## config.mk

```make
export PLATFORM = sky130hd
export DESIGN_NAME = nand_page_writer
export DESIGN_NICKNAME = d
export VERILOG_FILES = /design/src/rtl/nand_page_writer.sv
export SDC_FILE = /design/constraint.sdc
export NUM_CORES = 1
export LEC_CHECK = 0
export CAP_MARGIN = 5
export CORE_ASPECT_RATIO = 2
export CORE_MARGIN = 2
export CORE_UTILIZATION = 55
export CTS_CLUSTER_SIZE = 28
export DETAILED_ROUTE_END_ITERATION = 16
export PLACE_DENSITY = 0.93
export SYNTH_ARGS = -nofsm -noshare
export SYNTH_HDL_FRONTEND = slang
export SYNTH_SLANG_ARGS = --single-unit
```

## constraint.sdc

```tcl
create_clock -name clk -period 4.05 [get_ports clk]
set_input_delay 0.405 -clock clk [delete_from_list [all_inputs] [get_ports clk]]
set_output_delay 0.405 -clock clk [all_outputs]
set_load 0.05 [all_outputs]
```

## src/rtl/nand_page_writer.sv

```systemverilog
// NAND page write sequencer: pops bytes from an upstream FIFO and strobes them onto the NAND bus.
// Optional XOR checksum of the written bytes when NAND_WR_CHECKSUM_EN is defined.
module nand_page_writer #(
  parameter int unsigned T_WP = 2,
  parameter int unsigned T_WH = 2
) (
  input  logic        clk,
  input  logic        reset,
  input  logic        start,
  input  logic [11:0] byte_count,
  input  logic        abort,
  input  logic [7:0]  fifo_dout,
  input  logic        fifo_empty,
  output logic        fifo_read_en,
  output logic [7:0]  nand_io_out,
  output logic        nand_io_oe,
  output logic        nand_we_n,
  output logic        busy,
  output logic        done
`ifdef NAND_WR_CHECKSUM_EN
  ,
  output logic [7:0]  checksum
`endif
);

  typedef enum logic [2:0] {
    StIdle,
    StFetch,
    StLoad,
    StWeLow,
    StWeHigh,
    StDone
  } state_e;

  localparam logic [3:0] WpLast = 4'(T_WP - 1);
  localparam logic [3:0] WhLast = 4'(T_WH - 1);

  state_e      state_q;
  logic [11:0] remaining_q;
  logic [3:0]  timer_q;
  logic [7:0]  io_out_q;
  logic        io_oe_q;
  logic        we_n_q;
  logic        busy_q;
  logic        done_q;
`ifdef NAND_WR_CHECKSUM_EN
  logic [7:0]  checksum_q;
`endif

  // The pop must land in the same cycle the FETCH decision is made, so it stays combinational.
  assign fifo_read_en = (state_q == StFetch) && !fifo_empty;

  assign nand_io_out = io_out_q;
  assign nand_io_oe  = io_oe_q;
  assign nand_we_n   = we_n_q;
  assign busy        = busy_q;
  assign done        = done_q;
`ifdef NAND_WR_CHECKSUM_EN
  assign checksum    = checksum_q;
`endif

  always_ff @(posedge clk) begin
    if (reset) begin
      state_q     <= StIdle;
      remaining_q <= 12'd0;
      timer_q     <= 4'd0;
      io_out_q    <= 8'h00;
      io_oe_q     <= 1'b0;
      we_n_q      <= 1'b1;
      busy_q      <= 1'b0;
      done_q      <= 1'b0;
`ifdef NAND_WR_CHECKSUM_EN
      checksum_q  <= 8'h00;
`endif
    end else begin
      done_q <= 1'b0;
      if (abort && (state_q != StIdle)) begin
        state_q <= StIdle;
        timer_q <= 4'd0;
        io_oe_q <= 1'b0;
        we_n_q  <= 1'b1;
        busy_q  <= 1'b0;
      end else begin
        unique case (state_q)
          StIdle: begin
            if (start && !abort) begin
              busy_q <= 1'b1;
`ifdef NAND_WR_CHECKSUM_EN
              checksum_q <= 8'h00;
`endif
              if (byte_count != 12'd0) begin
                remaining_q <= byte_count;
                state_q     <= StFetch;
              end else begin
                done_q  <= 1'b1;
                state_q <= StDone;
              end
            end
          end
          StFetch: begin
            if (!fifo_empty) begin
              io_oe_q <= 1'b1;
              state_q <= StLoad;
            end
          end
          StLoad: begin
            io_out_q <= fifo_dout;
            we_n_q   <= 1'b0;
            timer_q  <= 4'd0;
            state_q  <= StWeLow;
`ifdef NAND_WR_CHECKSUM_EN
            checksum_q <= checksum_q ^ fifo_dout;
`endif
          end
          StWeLow: begin
            if (timer_q == WpLast) begin
              we_n_q  <= 1'b1;
              timer_q <= 4'd0;
              state_q <= StWeHigh;
            end else begin
              timer_q <= timer_q + 4'd1;
            end
          end
          StWeHigh: begin
            if (timer_q == WhLast) begin
              timer_q     <= 4'd0;
              io_oe_q     <= 1'b0;
              remaining_q <= remaining_q - 12'd1;
              // remaining is never zero here, so the decrement cannot wrap
              if (remaining_q == 12'd1) begin
                done_q  <= 1'b1;
                state_q <= StDone;
              end else begin
                state_q <= StFetch;
              end
            end else begin
              timer_q <= timer_q + 4'd1;
            end
          end
          StDone: begin
            busy_q  <= 1'b0;
            state_q <= StIdle;
          end
          default: begin
            busy_q  <= 1'b0;
            state_q <= StIdle;
          end
        endcase
      end
    end
  end

endmodule

```

# ---- Word level (Yosys, flattened, before mapping)
# Index checks and enable logic that the tools add are counted.
# W data, S select, Z words.
dict set report classes {
  n_addsub 2
  eq_ne 11
  n_mux 25
  bitwise 2
  n_reduce_logical 21
}
# operator count
set ops {}
lappend ops {{$mux W12} 3}
lappend ops {{$pmux W12 S2} 1}
lappend ops {{$mux W3} 6}
lappend ops {{$pmux W3 S5} 1}
lappend ops {{$eq A12 B1 Y1 const B} 1}
lappend ops {{$reduce_bool A12 Y1} 1}
lappend ops {{$sub A12 B1 Y12 const B} 1}
lappend ops {{$ne A2 B2 Y1 const B} 5}
lappend ops {{$mux W1} 8}
lappend ops {{$pmux W1 S2} 4}
lappend ops {{$pmux W4 S2} 1}
lappend ops {{$reduce_bool A2 Y1} 4}
lappend ops {{$eq A3 B2 Y1 const B} 2}
lappend ops {{$reduce_and A2 Y1} 3}
lappend ops {{$reduce_and A5 Y1} 1}
lappend ops {{$add A4 B1 Y4 const B} 1}
lappend ops {{$eq A4 B1 Y1 const B} 1}
lappend ops {{$mux W4} 1}
lappend ops {{$reduce_and A4 Y1} 1}
lappend ops {{$reduce_or A2 Y1} 2}
lappend ops {{$reduce_or A4 Y1} 1}
lappend ops {{$eq A3 B1 Y1 const B} 1}
lappend ops {{$eq A3 B3 Y1 const B} 1}
lappend ops {{$logic_and A1 B1 Y1} 3}
lappend ops {{5 further kinds} 7}
dict set report word_totals {
  reg_bits 31
  input_bits 25
  output_inout_bits 13
}

# ---- Logic depth before layout (Yosys ltp)
# Gate-level depths: netlist of the first run.
dict set report depth {
  word_depth 4
  mapped_depth 7
  ltp_nobuf 6
}

# ---- Worst setup path before layout of the first run
# Ideal clock, no wire load.
dict set report synth_path {
  path_kind {flip-flop to output port}
  from {register state_q[0]}
  to {output port fifo_read_en}
  t_arrival_ns 1.908
  slack_ns 1.737
  path_stages_with_launch 4
  path_buffers 1
  cell_sequence {dfxtp_1 > clkbuf_1 > nand2b_1 > nor3_1}
}
dict set report synth_between {
  elab_chain_cells 2
}
# element line
set synth_lines {}
lappend synth_lines {{start, declared} 38} ;# state_e state_q;
lappend synth_lines {{start signal, assigned} 64} ;# state_q <= StIdle;
lappend synth_lines {{start signal, assigned} 78} ;# state_q <= StIdle;
lappend synth_lines {{start signal, assigned} 93} ;# state_q <= StFetch;
lappend synth_lines {{$eq A3 B1 Y1} 51} ;# assign fifo_read_en = (state_q == StFetch) && !fifo_empty;
lappend synth_lines {{$logic_and A1 B1 Y1} 51}
lappend synth_lines {{end, declared} 14} ;# output logic fifo_read_en,
# Every way passes these cells.

# ---- Worst setup path after layout of the first run
dict set report layout_path {
  from {register state_q[0]}
  to {register remaining_q[0]}
}
dict set report layout_between {
  elab_chain_cells 4
  elab_cells_between_ends 11
}
# element line
set layout_lines {}
lappend layout_lines {{parallel branches: the longest is 4 deep, another holds $reduce_and A5 Y1} n/a}
lappend layout_lines {{end signal, assigned} 92} ;# remaining_q <= byte_count;
lappend layout_lines {{end signal, assigned} 128} ;# remaining_q <= remaining_q - 12'd1;
lappend layout_lines {{end, declared} 39} ;# logic [11:0] remaining_q;
# Several ways; the timed one is not identified.
# A chain may end at the register's enable or synchronous reset.

==> results of run 1 <==
==> flip-flops by register name (all words and copies together), names as in the netlist <==
| signal | flops |
|---|---|
| busy | 1 |
| done | 1 |
| nand_io_oe | 1 |
| nand_io_out | 8 |
| nand_we_n | 1 |
| remaining_q | 12 |
| state_q | 3 |
| timer_q | 4 |
==> where the power goes <==
part | internal (mW) | switching [mW] | leakage (nW) | total [mW]
registers | 0.322 | 0.0242 | 0.252 | 0.346
clock network | 0.199 | 0.124 | 0.0612 | 0.323
logic | 0.0837 | 0.113 | 0.499 | 0.197
total | 0.605 | 0.261 | 0.812 | 0.866
==> metrics by stage <==
stage	setup slack (ns)	power, mW
2_1_floorplan	1.74	0.478
3_3_place_gp	1.40	0.542
3_5_place_dp	1.33	0.545
4_1_cts	1.32	0.862
5_1_grt	0.986	0.898
6_report	1.22	0.866
==> cells by family after synthesis <==
group | synth area share, %
and+or+nand+nor | 30.5
AOI/OAI and AO/OA | 26.9
DFF | 34.3
buffers and inverters | 5.59
adders and majority gates | 2.76
==> worst min path at each step <==
stage	cells past startpoint	startpoint	slack, ns	to
final	2	nand_io_out[1]$_SDFFE_PP0P_	0.46	nand_io_out[1]$_SDFFE_PP0P_
after global routing	2	nand_io_out[3]$_SDFFE_PP0P_	0.48	nand_io_out[3]$_SDFFE_PP0P_
after CTS	2	nand_io_out[1]$_SDFFE_PP0P_	0.46	nand_io_out[1]$_SDFFE_PP0P_
after detailed placement	2	nand_io_out[1]$_SDFFE_PP0P_	0.45	nand_io_out[1]$_SDFFE_PP0P_
after global placement	2	nand_io_out[2]$_SDFFE_PP0P_	0.44	nand_io_out[2]$_SDFFE_PP0P_
after floorplan	2	remaining_q[10]$_SDFFE_PP0P_	0.43	remaining_q[10]$_SDFFE_PP0P_
==> routing by layer <==
metal | GRT usage [%] | vias up | share of wire, %
met3 | 5.74 | 16 | 5.7
li1 | - | 933 | -
met4 | 16.8 | 0 | 3.0
met5 | 0 | - | 0
met1 | 31.4 | 915 | 38
met2 | 47.7 | 85 | 54
==> worst max-delay path, stage by stage, from the launching register on <==
cell and delay [ns]:
dfxtp_1 0.61, or3b_1 0.79, o221ai_1 0.65, o31a_1 0.46, a311oi_1 0.24
==> layout by cell type (no fill, tap or decap), types with 2 or more instances in the layout <==
cell / n
clkdlybuf4s50_1: 37
nand2_1: 32
dfxtp_1: 31
a21oi_1: 23
nor2_1: 17
nor3_1: 12
inv_1: 8
nand2b_1: 7
nor4_1: 7
nand3_1: 6
o32ai_1: 6
clkbuf_8: 6
o21ai_0: 5
o31ai_1: 5
a22oi_1: 4
ha_1: 4
or3_1: 3
nor3b_1: 3
a311oi_1: 3
o211ai_1: 3
or3b_2: 2
a22o_1: 2
or4_1: 2
a31oi_1: 2
nand4_1: 2
buf_4: 2
==> cell type report <==
| cell class | count | area, sq um |
|---|---|---|
| clock buffers | 6 | 82.6 |
| clock inverters | 2 | 35.0 |
| flip-flops and latches | 31 | 621 |
| multi-input cells | 176 | 1090 |
| fillers | 239 | 871 |
| repair buffers | 39 | 385 |
| inverters | 9 | 33.8 |
| well taps | 31 | 38.8 |
==> metrics.cfg, run 1 <==
[yosys]
synthArstFlopShare_pct=0
synth_commonest_cells=nand2_1 (32), dfxtp_1 (31), a21oi_1 (23), nor2_1 (17), nor3_1 (12)
ys_seq_area_share_pct=34.3
synth_warnings=0
synth_edf_count=0
syn_inst=230
yosysTopAreaCellShare_pct=34.3
syn-mean-instance-area_sq_um=7.88
synth_top_flop_cell=dfxtp_1
yosysMostFrequentCell=nand2_1
ys_seq_elements=31
netlist_area_sq_mm=0.00181
synth_area_leader_cell=dfxtp_1
synth_area_leaders=dfxtp_1 (34%), nand2_1 (6.6%), a21oi_1 (6.4%)
syn_nets=259
synth_cell_types=55

[routing]
postRouteAntennaNets=0
viasPerCell=6.63
wl_um=4920
vias=1949
wl_per_cell_um=16.7
drc=0
drt_iter0_drc=56
firstDrtPassIters=4

[floorplan]
ios=38
die_area_sq_mm=0.00380
rows=29
start_util_pct=57.4
die_width_um=44.6
chipHeight_um=85.2
coreArea_sq_mm=0.00316

[final_layout]
diodes=0
fin_util_pct=72.4
fin_nets=291
finalNonFillerCells=294
area_growth_pct=26.2
fin_area_sq_mm=0.00229
layout-drive-gt1-share_pct=7.60

[sta]
final-setup-viol-count=0
period_share_pct=69.9
hold_viol_final=0
fin_crit_ns=2.83
finClkSkew_ns=0.0113
slew_violations=0
rsz0062_at_grt=no
worstMarginPinSlew_ns=1.05
max_clock_freq_mhz=353
tns_ns=0
holdWs_ns=0.456
slew_headroom_pct=30.1

[grt]
grt_pass1_wl_um=8290
grt_pass1_vias=1843
grt_usage_pct=28.5
antenna_found_initial=0
grt_overflow=0
grt_max_degree=30

[pwr]
p_leak_nw=0.812
ir_drop_uv=361
p_per_area_mw_per_mm2=379

[clock_tree]
clock_latency_ns=0.29
holdBufCountCts=0
numCtsBuffers=5
cts_root_buf=clkbuf_8
cts_max_level=2
clk_pin_slew_ns=0.07
postCtsSetupBuffers=0
cts_tree=built
clock-sinks=31
clk_path_buf_depth=2
cts-resized-gates=0

[job]
maxCapViolCount=0

[setup_path]
start_kind=flop
r2r_setup_slack_ns=1.22
worst-endpoint-arrival_ns=3.03
worstSetupStartpoint=state_q[0]$_SDFFE_PP0P_
worst-path-max-fanout=29
critPathKind=flop to flop
cp-end-kind=flop
crit_path_end=remaining_q[0]$_SDFFE_PP0P_
cp.required_ns=4.25
r2r_start=state_q[0]$_SDFFE_PP0P_
r2r_end=remaining_q[0]$_SDFFE_PP0P_
reg2reg_depth=4

[placement]
dp_cells=286
gp_congestion=0.900
dpl-instance-area_sq_mm=0.00217
dp_hpwl_um=3450
portBuffers=37

[status]
status=completed

[hold_path]
min_path_type=flop to flop

Power figures use the tool's default switching activity.
==> run 2, diff against run 1 <==
CORE_UTILIZATION = 51   (was 55)
PLACE_DENSITY = 0.88   (was 0.93)
clock period = 2.7 ns   (was 4.05 ns; I/O delays follow)
==> run 2 against run 1 <==
  * Total power is 49% higher
  * Clock power is 45% higher
  * Register-to-register slack worse by 0.49 ns
  * Clock skew is 0.0067 ns lower
  * Core utilization is 3.3 points lower
  * Via count is 0.46% lower
  * Critical path type is now primary input to primary output
  * Sequential share of layout area is 0.57 points lower
  * Setup slack worse by 0.74 ns
  * Sequential power is 48% higher
  * Largest cell class unchanged
  * Combinational power is 60% higher
  * Highest routed layer unchanged
  * Routed wire length is 1.6% higher
==> metrics.cfg, run 2 (synthesis results as in run 1) <==
[hold_path]
min_path_type=flop to flop
min_path_cells=2

[clock_tree]
cts-resized-gates=0
clk_pin_slew_ns=0.07
clock_latency_ns=0.30
clock-sinks=31
cts_tree=built
cts_max_level=2
postCtsSetupBuffers=0
numCtsBuffers=5
clk_path_buf_depth=2
cts_root_buf=clkbuf_8
holdBufCountCts=0

[grt]
grt_pass1_vias=1721
antenna_found_initial=0
grt_pass1_wl_um=7940
grt_use_met3_pct=5.71
grt_overflow=0
grtUsageMet1_pct=30.0
met2_usage_pct=45.2
grt_usage_pct=26.5
busiest_layer=met2
grt_max_degree=23

[routing]
postRouteAntennaNets=0
firstDrtPassIters=5
vias=1940
drt_iter0_drc=78
wl_per_cell_um=16.6
wl_um=5000
viasPerCell=6.42
drc=0

[floorplan]
start_util_pct=53.6
ios=38
coreArea_sq_mm=0.00338
die_area_sq_mm=0.00407
chipHeight_um=88.3
rows=30
die_width_um=46.1

[sta]
tns_ns=0
worstMarginPinSlew_ns=0.834
hold_viol_final=0
max_clock_freq_mhz=451
finClkSkew_ns=0.00451
period_share_pct=82.1
slew_headroom_pct=43.9
fin_crit_ns=2.22
final-setup-viol-count=0
rsz0062_at_grt=no
slew_violations=0

[final_layout]
finalNonFillerCells=302
largest_reg_flops=12
diodes=0
layout.area.seq_sq_um=621
fin_nets=298
largest-register=remaining_q
final_cell_mix=clkdlybuf4s50_1 (37), nand2_1 (32), dfxtp_1 (31)
layout-drive-gt1-share_pct=10.0
multiInputGateArea_sq_mm=0.00109
area_growth_pct=28.9
fill_cells=278
layout_commonest_cell=clkdlybuf4s50_1

[pwr]
total_power_mw=1.29
p_seq_share_pct=39.5
p_leak_nw=0.842
clockPowerShare_pct=36.1
comb_power_share_pct=24.4
power.switching_mw=0.401
ir_drop_uv=544
p_per_area_mw_per_mm2=554
switching_share_pct=31.0
p_int_mw=0.893

[status]
status=completed

[placement]
portBuffers=37
gp_congestion=0.962
dp_cells=294
dp_hpwl_um=3560

[setup_path]
start_kind=primary input
cp-end-kind=primary output
max_stage_delay_ns=0.85
reg2reg_depth=5
worst-endpoint-arrival_ns=1.95
crit_top_cell=clkdlybuf4s50_1
cp.required_ns=2.43
slowest_stage=clkdlybuf4s50_1
critPathKind=primary input to primary output
worst-path-max-fanout=3
cp_cell_sequence=clkdlybuf4s50_1 > nand2b_1 > nor3_1 > clkdlybuf4s50_1

[job]
maxCapViolCount=0

[run 2: cell count changes in the layout (fill, tap and decap cells not counted), sizes merged]
| cell | delta |
|---|---|
| buf | +7 |
| clkbuf | -1 |
| clkinv | +1 |
[run 2: layout make-up]
cell class / count / share of cell area, %
repair buffers: 46 / 18.8
flip-flops and latches: 31 / 26.6
multi-input cells: 176 / 46.7
clock buffers: 5 / 2.95
inverters: 9 / 1.45
well taps: 32 / 1.71
clock inverters: 3 / 1.88
[run 2: critical path: cells and delay by family]
family                 cells  cell delay, ns
buffers and inverters      2            1.27
and+or+nand+nor            2            0.40
[run 2: routing by layer]
layer,share of wire [%],routed length [um],vias to the layer above
li1,-,-,950
met1,37,1860,898
met5,0,0,-
met3,5.5,277,13
met4,2.1,105,0
met2,55,2760,79
[run 2: power by group through the flow]
stage	combinational (mW)	sequential, mW	clock (mW)
floorplan	0.176	0.540	0
global placement	0.308	0.519	0
detailed placement	0.311	0.520	0
CTS	0.313	0.510	0.474
global route	0.342	0.514	0.496
finish	0.316	0.511	0.467
[run 2: through the flow]
step / hold WS [ns] / instance area (sq um) / util (%) / setup WS, ns
6_report: 0.455 / 2330 / 69.1 / 0.482
5_1_grt: 0.473 / 2330 / 69.1 / 0.392
4_1_cts: 0.459 / 2330 / 69.1 / 0.481
3_5_place_dp: 0.449 / 2220 / 65.8 / 0.375
3_3_place_gp: 0.442 / 2220 / 65.8 / 0.440
2_1_floorplan: 0.406 / 1810 / - / 0.522
[run 2: path summary, 6_finish.rpt]
| path | from | slack (ns) | to |
|---|---|---|---|
| setup / recovery | fifo_empty | 0.48 | fifo_read_en |
| hold / removal | nand_io_out[7]$_SDFFE_PP0P_ | 0.45 | nand_io_out[7]$_SDFFE_PP0P_ |
| setup reg to reg | state_q[1]$_SDFFE_PP0P_ | 0.73 | remaining_q[0]$_SDFFE_PP0P_ |
| hold reg to reg | nand_io_out[7]$_SDFFE_PP0P_ | 0.45 | nand_io_out[7]$_SDFFE_PP0P_ |
==> run 3, diff against run 2 <==
CORE_UTILIZATION = 46   (was 51)
PLACE_DENSITY = 0.84   (was 0.88)
clock period = 1.95 ns   (was 2.7 ns; I/O delays follow)
==> run 3 against run 2 <==
  * Hold slack worse by 0.00091 ns
  * Combinational power is 55% higher
  * Largest power group unchanged
  * Core utilization is 2.2 points lower
  * Critical path depth rose by 1
==> metrics.cfg, run 3 (synthesis results as in run 1) <==
[final_layout]
final_cell_mix=clkdlybuf4s50_1 (36), nand2_1 (32), dfxtp_1 (30)
finalNonFillerCells=338
multiInputGateArea_sq_mm=0.00112
largest-register=remaining_q
layout-drive-gt1-share_pct=17.1
fill_cells=324
layout.area.seq_sq_um=622
largest_reg_flops=12
diodes=0
fin_nets=315
layout_commonest_cell=clkdlybuf4s50_1
area_growth_pct=40.4

[grt]
grt_pass1_vias=2008
grt_pass1_wl_um=8940
grt_use_met3_pct=4.35
grtUsageMet1_pct=23.9
grt_max_degree=22
met2_usage_pct=47.6
grt_overflow=0
antenna_found_initial=0
busiest_layer=met2
grt_usage_pct=25.5

[floorplan]
chipHeight_um=92.8
ios=38
start_util_pct=47.6
die_width_um=48.4
rows=32
die_area_sq_mm=0.00449
coreArea_sq_mm=0.00380

[routing]
drt_iter0_drc=106
postRouteAntennaNets=0
wl_um=5740
vias=2066
firstDrtPassIters=4
wl_per_cell_um=17.0
drc=0
viasPerCell=6.11

[sta]
final-setup-viol-count=0
rsz0062_at_grt=no
hold_viol_final=0
fin_crit_ns=1.86
worstMarginPinSlew_ns=0.553
slew_violations=0
slew_headroom_pct=62.8
period_share_pct=95.3
setup_ws_ns=0.0923
holdWs_ns=0.454
max_clock_freq_mhz=538
finClkSkew_ns=0.0111

[setup_path]
r2r_start=remaining_q[0]$_SDFFE_PP0P_
r2r_setup_slack_ns=0.09
start_kind=flop
worst-path-max-fanout=6
cp-end-kind=flop
reg2reg_depth=5
r2r_end=state_q[2]$_SDFFE_PP0P_
worst-endpoint-arrival_ns=2.05
critPathKind=flop to flop
cp.required_ns=2.15

[hold_path]
min_path_type=primary input to flop
hold_path_end=nand_io_out[1]$_SDFFE_PP0P_
hold_path_startpoint=fifo_dout[1]
min_path_cells=3

[status]
status=completed

[pwr]
p_seq_share_pct=38.1
comb_power_share_pct=26.4
total_power_mw=1.86
ir_drop_uv=668
switching_share_pct=30.0
clockPowerShare_pct=35.5
power.switching_mw=0.559
p_int_mw=1.30
p_leak_nw=0.949
p_per_area_mw_per_mm2=731

[placement]
dp_hpwl_um=4130
dp_cells=330
portBuffers=37
dp_slack_ns=-0.0197
gp_congestion=0.914

[clock_tree]
cts_root_buf=clkbuf_8
clock_latency_ns=0.28
clk_pin_slew_ns=0.07
numCtsBuffers=5
clock-sinks=31
postCtsSetupBuffers=0
holdBufCountCts=0
cts_tree=built
cts-resized-gates=0
clk_path_buf_depth=2
cts_max_level=2

[job]
maxCapViolCount=0

## run 3: changes by cell type in the layout (fill, tap and decap cells not counted), sizes merged
cell / delta
buf: +18
clkinv: -1
clkdlybuf4s50: -1
clkbuf: +1
## run 3: area by class of cell
cell class              instances  area share, %
multi-input cells             176           44.0
inverters                       9           1.33
flip-flops and latches         31           24.4
well taps                      51           2.51
clock inverters                 2           1.38
clock buffers                   6           3.25
repair buffers                 63           23.1
## run 3: power by group through the flow
| stage | clock (mW) | sequential [mW] | combinational, mW |
|---|---|---|---|
| after global routing | 0.703 | 0.715 | 0.522 |
| final | 0.661 | 0.709 | 0.491 |
| after floorplan | 0 | 0.748 | 0.245 |
| after detailed placement | 0 | 0.720 | 0.475 |
| after global placement | 0 | 0.718 | 0.463 |
| after CTS | 0.669 | 0.707 | 0.478 |
## run 3: through the flow
step / instance area (sq um) / utilization (%) / setup TNS, ns
floorplan: 1820 / - / 0
global placement: 2400 / 63.1 / 0
detailed placement: 2400 / 63.1 / -0.0197
CTS: 2520 / 66.2 / 0
global route: 2540 / 66.9 / 0
finish: 2540 / 66.9 / 0
## run 3: routing by layer
layer	vias up	wire length [um]	part of all wire [%]
met4	0	333	5.8
met2	91	3120	54
met5	-	0	0
met1	972	2020	35
met3	26	266	4.6
li1	977	-	-
## run 3: critical path, cell delays in order (launching register included)
cell and delay, ns:
dfxtp_1 0.45, ha_1 0.20, or4b_2 0.58, o41ai_1 0.29, o211ai_1 0.14, o32ai_1 0.11
## run 3: worst max path at each step
stage / start / endpoint / slack (ns) / cells past startpoint
2_1_floorplan: timer_q[0]$_SDFFE_PP0P_ / remaining_q[4]$_SDFFE_PP0P_ / 0.18 / 6
3_3_place_gp: byte_count[5] / remaining_q[0]$_SDFFE_PP0P_ / 0.01 / 7
3_5_place_dp: byte_count[2] / remaining_q[0]$_SDFFE_PP0P_ / -0.02 / 7
4_1_cts: timer_q[0]$_SDFFE_PP0P_ / remaining_q[0]$_SDFFE_PP0P_ / 0.04 / 6
5_1_grt: timer_q[1]$_SDFFE_PP0P_ / remaining_q[0]$_SDFFE_PP0P_ / 0.03 / 7
6_report: remaining_q[0]$_SDFFE_PP0P_ / state_q[2]$_SDFFE_PP0P_ / 0.09 / 5
